### src/rtl/s7_frame_decoder.sv
// s7_frame_decoder
//   Multi-digit seven-segment to hex recogniser. A frame of DIGITS segment
//   patterns is taken over a valid/ready handshake and decoded one digit per
//   clock through a single shared lookup. The packed hex value and the
//   per-digit error flags are held until the consumer accepts them.
// Ports
//   clk, rst      clock (rising edge), synchronous active-high reset
//   in_valid      frame offered
//   in_ready      frame can be accepted (IDLE and not in reset)
//   in_segs       digit k at [7k+6:7k], bit order {g,f,e,d,c,b,a}
//   out_valid     decoded frame held
//   out_ready     consumer takes the held frame
//   out_value     digit k nibble at [4k+3:4k]
//   out_err_mask  bit k set: digit k pattern unrecognised (nibble forced to 0)
//   out_err       OR of out_err_mask
module s7_frame_decoder #(
    parameter int DIGITS     = 4,
    parameter bit ACTIVE_LOW = 1'b1,
    parameter bit HEX_EN     = 1'b1
) (
    input  logic                  clk,
    input  logic                  rst,
    input  logic                  in_valid,
    output logic                  in_ready,
    input  logic [7*DIGITS-1:0]   in_segs,
    output logic                  out_valid,
    input  logic                  out_ready,
    output logic [4*DIGITS-1:0]   out_value,
    output logic [DIGITS-1:0]     out_err_mask,
    output logic                  out_err
);

    localparam int IW = (DIGITS > 1) ? $clog2(DIGITS) : 1;
    localparam logic [IW-1:0] LAST = IW'(DIGITS - 1);

    typedef enum logic [1:0] {IDLE, DECODE, HOLD} state_t;

    state_t                  state_q, state_d;
    logic [IW-1:0]           idx;
    logic [DIGITS-1:0][6:0]  segs_q;
    logic [DIGITS-1:0][3:0]  val_acc, val_nxt;
    logic [DIGITS-1:0]       mask_acc, mask_nxt;
    logic [6:0]              cur;
    logic [3:0]              cur_nib;
    logic                    cur_err;

    // Lookup on an active-low pattern. Returns {err, nibble}; an error
    // always carries a zero nibble.
    function automatic logic [4:0] lookup(input logic [6:0] p);
        logic [3:0] nib;
        logic       ok;
        logic       hex;
        nib = 4'h0;
        ok  = 1'b1;
        hex = 1'b0;
        case (p)
            7'b1000000: nib = 4'h0;
            7'b1111001: nib = 4'h1;
            7'b0100100: nib = 4'h2;
            7'b0110000: nib = 4'h3;
            7'b0011001: nib = 4'h4;
            7'b0010010: nib = 4'h5;
            7'b0000010: nib = 4'h6;
            7'b1111000,
            7'b1011000: nib = 4'h7;
            7'b0000000: nib = 4'h8;
            7'b0010000,
            7'b0011000: nib = 4'h9;
            7'b0001000: begin nib = 4'hA; hex = 1'b1; end
            7'b0000011: begin nib = 4'hB; hex = 1'b1; end
            7'b1000110: begin nib = 4'hC; hex = 1'b1; end
            7'b0100001: begin nib = 4'hD; hex = 1'b1; end
            7'b0000110: begin nib = 4'hE; hex = 1'b1; end
            7'b0001110: begin nib = 4'hF; hex = 1'b1; end
            default:    ok = 1'b0;
        endcase
        if (!ok || (hex && !HEX_EN)) return 5'b1_0000;
        return {1'b0, nib};
    endfunction

    // Normalise to active-low so one table serves both polarities.
    assign cur = ACTIVE_LOW ? segs_q[idx] : ~segs_q[idx];

    always_comb begin
        {cur_err, cur_nib} = lookup(cur);
        val_nxt            = val_acc;
        val_nxt[idx]       = cur_nib;
        mask_nxt           = mask_acc;
        mask_nxt[idx]      = cur_err;
    end

    always_comb begin
        state_d   = state_q;
        in_ready  = 1'b0;
        out_valid = 1'b0;
        case (state_q)
            IDLE: begin
                in_ready = !rst;
                if (in_valid) state_d = DECODE;
            end
            DECODE: begin
                if (idx == LAST) state_d = HOLD;
            end
            HOLD: begin
                out_valid = 1'b1;
                if (out_ready) state_d = IDLE;
            end
            default: state_d = IDLE;
        endcase
    end

    always_ff @(posedge clk) begin
        if (rst) begin
            state_q      <= IDLE;
            idx          <= '0;
            segs_q       <= '0;
            val_acc      <= '0;
            mask_acc     <= '0;
            out_value    <= '0;
            out_err_mask <= '0;
        end else begin
            state_q <= state_d;
            case (state_q)
                IDLE: begin
                    if (in_valid) begin
                        segs_q   <= in_segs;
                        val_acc  <= '0;
                        mask_acc <= '0;
                        idx      <= '0;
                    end
                end
                DECODE: begin
                    val_acc  <= val_nxt;
                    mask_acc <= mask_nxt;
                    // Outputs only change as the last digit lands; idx parks
                    // at LAST rather than wrapping.
                    if (idx == LAST) begin
                        out_value    <= val_nxt;
                        out_err_mask <= mask_nxt;
                    end else begin
                        idx <= idx + 1'b1;
                    end
                end
                default: ;
            endcase
        end
    end

    assign out_err = |out_err_mask;

endmodule
### config.mk
export PLATFORM = sky130hd
export DESIGN_NAME = s7_frame_decoder
export DESIGN_NICKNAME = d
export VERILOG_FILES = /design/src/rtl/s7_frame_decoder.sv
export SDC_FILE = /design/constraint.sdc
export NUM_CORES = 1
export LEC_CHECK = 0
export CELL_PAD_IN_SITES_DETAIL_PLACEMENT = 1
export CELL_PAD_IN_SITES_GLOBAL_PLACEMENT = 1
export CORE_MARGIN = 1.5
export CORE_UTILIZATION = 42
export DETAILED_ROUTE_END_ITERATION = 8
export GPL_TIMING_DRIVEN = 0
export PLACE_DENSITY = 0.86
export SETUP_SLACK_MARGIN = 0.15
export SLEW_MARGIN = 15
export SYNTH_ARGS = -nofsm -noshare
export SYNTH_HDL_FRONTEND = slang
export SYNTH_SLANG_ARGS = --single-unit
### constraint.sdc
create_clock -name clk -period 4.6 [get_ports clk]
set_input_delay 0.46 -clock clk [delete_from_list [all_inputs] [get_ports clk]]
set_output_delay 0.46 -clock clk [all_outputs]
set_load 0.02 [all_outputs]
==> results of run 1 <==
[synthesized netlist by cell type (2+ instances only)]
library cell / count / area share
buf_2: 10 / 0.016
inv_1: 3 / 0.0036
xor2_1: 2 / 0.0056
ha_1: 4 / 0.016
clkbuf_1: 17 / 0.020
a22oi_1: 10 / 0.024
a311oi_1: 3 / 0.0084
nand2_1: 78 / 0.093
o21ai_1: 6 / 0.0096
a21oi_1: 60 / 0.096
buf_4: 2 / 0.0048
mux4_2: 4 / 0.029
o21ai_0: 4 / 0.0064
nand2b_1: 7 / 0.014
nor3b_1: 12 / 0.029
nor2_1: 24 / 0.029
nand4b_1: 7 / 0.020
buf_6: 2 / 0.0072
and2_1: 6 / 0.012
nand3_1: 10 / 0.016
dfxtp_1: 67 / 0.43
or4_1: 5 / 0.012
or4bb_1: 2 / 0.0072
mux4_1: 3 / 0.025
nor3_1: 3 / 0.0048
nor2b_1: 4 / 0.0080
or3_1: 2 / 0.0040
[sequential cells by signal, indices dropped and copies added, names as in the netlist]
| signal | count |
|---|---|
| state_q | 2 |
| segs_q | 28 |
| out_value | 16 |
| val_acc | 12 |
| mask_acc | 3 |
| out_err_mask | 4 |
| idx | 2 |
[cells by family after synthesis]
group | Yosys count
simple gates | 167
compound gates | 91
flops | 67
buf+inv | 34
mux | 8
fa+ha+maj | 4
xor+xnor | 2
[layout make-up]
cell class | instances | area, um2 | share of cell area
clock buffer | 11 | 151 | 0.0373
tap | 99 | 124 | 0.0305
multi-input combinational | 272 | 1640 | 0.404
inverter | 3 | 11.3 | 0.00278
sequential | 67 | 1340 | 0.331
timing repair buffer | 53 | 531 | 0.131
clock inverter | 5 | 108 | 0.0265
buffer | 31 | 151 | 0.0373
[metrics by stage]
stage / instance area (um2) / utilization / hold WS [ns] / power [W]
after global placement: 3800 / 0.524 / 0.439 / 0.000826
final: 4060 / 0.559 / 0.451 / 0.00146
after detailed placement: 3800 / 0.524 / 0.443 / 0.000833
after global routing: 4060 / 0.559 / 0.471 / 0.00152
after floorplan: 3140 / - / 0.432 / 0.000755
after CTS: 4060 / 0.559 / 0.454 / 0.00147
[path summary, 6_finish.rpt]
kind	to	cells after the start	slack [ns]	from
hold reg to reg	out_value[4]	2	0.45	out_value[4]
setup reg to reg	out_value[11]	8	1.69	idx[0]
hold / removal	out_value[4]	2	0.45	out_value[4]
setup / recovery	out_value[11]	8	1.69	idx[0]
[worst min-delay path, stage by stage, from the launching register on]
cell and delay [ns]:
dfxtp_1 0.31, nand2_1 0.05, o21ai_1 0.05
[metal layers]
layer,GRT usage,share of wire,vias up
li1,-,-,1434
met1,0.338,0.44,1484
met2,0.450,0.51,80
met3,0.0508,0.038,20
met4,0.102,0.020,0
met5,0,0,-
[power groups by stage]
stage | logic [W] | clock network (W) | registers (W)
6_report | 0.000216 | 0.000638 | 0.000611
2_1_floorplan | 0.000135 | 0 | 0.000620
3_3_place_gp | 0.000203 | 0 | 0.000622
3_5_place_dp | 0.000209 | 0 | 0.000624
5_1_grt | 0.000234 | 0.000673 | 0.000613
4_1_cts | 0.000215 | 0.000641 | 0.000611
==> flow_summary.ini, run 1 <==
[synth]
syn_area_um2 = 3140
synth-edff-count = 0
synth-compound-area-share = 0.173
ys_seq_area_frac = 0.427
synth_seq_cells = 67
async_reset_ff_frac = 0
synth-xor-area-share = 0.00557
synth_top_family_by_area = simple AND/OR/NAND/NOR gates
muxShareOfSynthArea = 0.0569
synth_cells = 373
yosysWarningCount = 0
synthAdderAreaFrac = 0.0159
synthSimpleGateAreaFrac = 0.270
synth_fp_nets = 409
synth-main-ff-cell = dfxtp_1
avgSynthCellArea_um2 = 8.43
synth_cell_types = 43

[place]
place.gp.congestion = 0.849
place_inst = 525
portBuffers = 53
pre_cts_ws_ns = 1.78
dpl.hpwl_mm = 6.66

[critical_path]
max_stage_delay_ns = 0.71
path_cells = buf_6, mux4_1, nor3_1, a21boi_0, or3_1, buf_4, nand3_1, a21oi_1
endpoint_kind = flop
crit_type = flop to flop
crit_buf_inv = 2
startpoint_type = flop
cpMaxStageDelayCell = mux4_1
worstPathArrival_ns = 3.20
worstPathRequired_ns = 4.89
cp_max_fo = 9
cpLargestDelayFamily = simple AND/OR/NAND/NOR gates

[floorplan]
die_area_um2 = 8010
start_util = 0.433
die_x_um = 89.5
core_um2 = 7250
rows = 31
io_pins = 55
die_h_um = 89.5

[sta]
rsz0062_at_grt = false
setup_viol = 0
slew_violations = 0
period_share = 0.632
fin_crit_ns = 2.91
fin_ws_ns = 1.69
tightest_slew_ns = 0.650
relSlewSlack = 0.563
fin_setup_tns_ns = 0
fmax_ghz = 0.344
finalClockSkew_ns = 0.0106
hold_violations = 0

[drt]
wl_per_cell_um = 18.2
wl_mm = 9.87
vias_per_cell = 5.58
first_iter_violations = 166
drc = 0
ant_nets = 0
vias = 3018
firstDrtPassIters = 4

[power]
pwr-share-clk = 0.435
p_sw_frac = 0.263
p_int_w = 0.00108
p_switching_w = 0.000385
combPwrFrac = 0.147
p_per_area_nw_per_um2 = 361
cellLeakagePower_nw = 1.44
vdd_drop_max_mv = 0.174
seqPwrFrac = 0.417

[clocking]
cts_max_path_buffers = 2
cts_setup_buffers = 0
clkLatencyLatePin_ns = 0.36
tritoncts = built
cts_made_buffers = 9
cts_root_buffer = clkbuf_8
clock-sinks = 67
cts_hold_buf = 0
cts.clk_slew.worst_paths_ns = 0.08
h-tree-depth = 3
cts_resized = 0

[layout]
nFillCells = 898
final_common_cell = nand2_1
stdcell_count = 541
final_net_count = 473
mostFrequentLayoutCells = nand2_1, dfxtp_1, a21oi_1, clkdlybuf4s50_1, nor2_1
n_antenna_cell = 0
syn_to_final_growth_pct = 29.1
post_route_cells_drive_above_1_share = 0.0950

[status]
status = finished, final reports clean

[global_route]
grt_max_degree = 13
grt_pass1_wl_mm = 15.8
grt_overflow_total = 0
grt_util_all_layers = 0.267
antenna_found_initial = 0
grt_pass1_vias = 3089

[run]
maxCapViolations = 0

[worst_hold_path]
hold_path_class = flop to flop
Power figures use the tool's default switching activity.
==> run 2: changes to the inputs <==
--- a/config.mk
+++ b/config.mk
@@ -8,10 +8,10 @@
 export CELL_PAD_IN_SITES_DETAIL_PLACEMENT = 1
 export CELL_PAD_IN_SITES_GLOBAL_PLACEMENT = 1
 export CORE_MARGIN = 1.5
-export CORE_UTILIZATION = 42
+export CORE_UTILIZATION = 35
 export DETAILED_ROUTE_END_ITERATION = 8
 export GPL_TIMING_DRIVEN = 0
-export PLACE_DENSITY = 0.86
+export PLACE_DENSITY = 0.77
 export SETUP_SLACK_MARGIN = 0.15
 export SLEW_MARGIN = 15
 export SYNTH_ARGS = -nofsm -noshare
==> constraint.sdc (replaced) <==
create_clock -name clk -period 2.4 [get_ports clk]
set_input_delay 0.24 -clock clk [delete_from_list [all_inputs] [get_ports clk]]
set_output_delay 0.24 -clock clk [all_outputs]
set_load 0.02 [all_outputs]
==> run 2 against run 1 <==
  * The flow now finishes with violations (setup timing)
  * Fmax is 10% higher
  * Hold slack worse by 0.021 ns
  * Non-clock buffer count up 15
  * Critical path depth did not move
  * Clock power up 35%
  * Cell count rose by 4.1%
  * Global-route usage fell by 4.7 points
  * Largest power group is now sequential cells
==> flow_summary.ini, run 2 (synthesis results as in run 1) <==
[status]
status = finished with violations
violations = setup timing

[power]
seqPwrFrac = 0.458
pwr-share-clk = 0.337
vdd_drop_max_mv = 0.303
combPwrFrac = 0.205
p_int_w = 0.00180
p_per_area_nw_per_um2 = 593
p_switching_w = 0.000757
cellLeakagePower_nw = 1.50
p_sw_frac = 0.296

[layout]
final_common_cell = nand2_1
stdcell_count = 563
utilization = 0.495
post_route_cells_drive_above_1_share = 0.191
nFillCells = 1012
largestRegisters = segs_q: 28 flops, out_value: 16 flops, val_acc: 12 flops
n_antenna_cell = 0
regMostFlops = segs_q
mostFrequentLayoutCells = nand2_1, dfxtp_1, clkdlybuf4s50_1, a21oi_1, nor2_1
syn_to_final_growth_pct = 37.4
largest_reg_flops = 28
final_net_count = 488

[global_route]
grt_pass1_vias = 3252
grt_util_all_layers = 0.220
grt_max_degree = 11
antenna_found_initial = 0
grt_overflow_total = 0
grt_pass1_wl_mm = 16.6

[sta]
fmax_ghz = 0.379
fin_setup_tns_ns = -6.66
rsz0062_at_grt = true
fin_ws_ns = -0.242
fin_crit_ns = 2.64
period_share = 1.10
setup_viol = 35
tightest_slew_ns = 0.746
finalClockSkew_ns = 0.00624
relSlewSlack = 0.502
hold_violations = 0
slew_violations = 0

[drt]
first_iter_violations = 130
drc = 0
wl_per_cell_um = 18.3
wl_met2_mm = 5.30
wirelength_met1_mm = 4.59
ant_nets = 0
top_layer_used = met4
vias = 3051
wl_mm = 10.3
firstDrtPassIters = 4
vias_per_cell = 5.42
route.met3.wl_um = 244

[clocking]
clock-sinks = 67
cts_hold_buf = 0
h-tree-depth = 3
cts_max_path_buffers = 2
cts.clk_slew.worst_paths_ns = 0.07
cts_root_buffer = clkbuf_8
tritoncts = built
clkLatencyLatePin_ns = 0.36
cts_made_buffers = 9

[critical_path]
cp_max_fo = 7
endpoint_kind = flop
startpoint_type = flop
worstPathRequired_ns = 2.69
crit_type = flop to flop
worstPathArrival_ns = 2.93
rr_worst_depth = 8

[run]
maxCapViolations = 0

[floorplan]
start_util = 0.360
die_x_um = 97.8
core_um2 = 8720
rows = 34
die_area_um2 = 9560
die_h_um = 97.8
io_pins = 55

[place]
place_inst = 534
place.gp.congestion = 0.805
portBuffers = 53
dpl.hpwl_mm = 6.58

[worst_hold_path]
hold_path_class = primary input to flop
whs_path_depth = 3
[run 2: power groups by stage]
stage | logic [W] | clock network (W) | registers [W]
2_1_floorplan | 0.000268 | 0 | 0.00119
3_3_place_gp | 0.000398 | 0 | 0.00119
3_5_place_dp | 0.000412 | 0 | 0.00120
4_1_cts | 0.000486 | 0.000870 | 0.00117
5_1_grt | 0.000564 | 0.000912 | 0.00118
6_report | 0.000525 | 0.000862 | 0.00117
[run 2: path summary, 6_finish.rpt]
check                                start            to  slack [ns]
worst max-delay path                idx[0]  out_value[7]       -0.24
worst min-delay path            in_segs[2]     segs_q[2]        0.43
worst max register to register      idx[0]  out_value[7]       -0.24
worst min register to register   segs_q[9]     segs_q[9]        0.46
[run 2: per-stage QoR]
stage          instance area (um2)  power (W)  hold WS [ns]  setup slack [ns]
2_1_floorplan                 3160    0.00146         0.376          -0.00857
3_3_place_gp                  3820    0.00159         0.441            -0.270
3_5_place_dp                  3820    0.00161         0.449            -0.369
4_1_cts                       4200    0.00253         0.422            -0.198
5_1_grt                       4320    0.00265         0.444            -0.316
6_report                      4320    0.00256         0.430            -0.242
[run 2: area by class of cell]
type | instances | area [um2] | area share
Clock inverter | 2 | 12.5 | 0.00290
Multi-Input combinational cell | 272 | 1790 | 0.414
Buffer | 31 | 184 | 0.0426
Clock buffer | 12 | 155 | 0.0359
Sequential cell | 67 | 1350 | 0.312
Inverter | 3 | 11.3 | 0.00261
Tap cell | 108 | 135 | 0.0313
Timing Repair Buffer | 68 | 687 | 0.159
[run 2: what timing repair did]
action	CTS	global route
endpoints found under the setup margin	35	36
cloned	1	0
setup buffers	12	2
pin swaps	9	22
resized for setup	24	25
[run 2: worst max-delay path: stages (launching register included)]
cell	delay (ns)
dfxtp_4	0.38
buf_12	0.12
mux4_2	0.55
or4b_4	0.59
nor3b_4	0.35
or3_4	0.21
buf_8	0.13
nand3_4	0.09
a21oi_4	0.14
[run 2: per-layer routing]
layer,up-vias,GRT usage
li1,1459,-
met1,1516,0.277
met2,61,0.380
met3,15,0.0293
met4,0,0.0934
met5,-,0
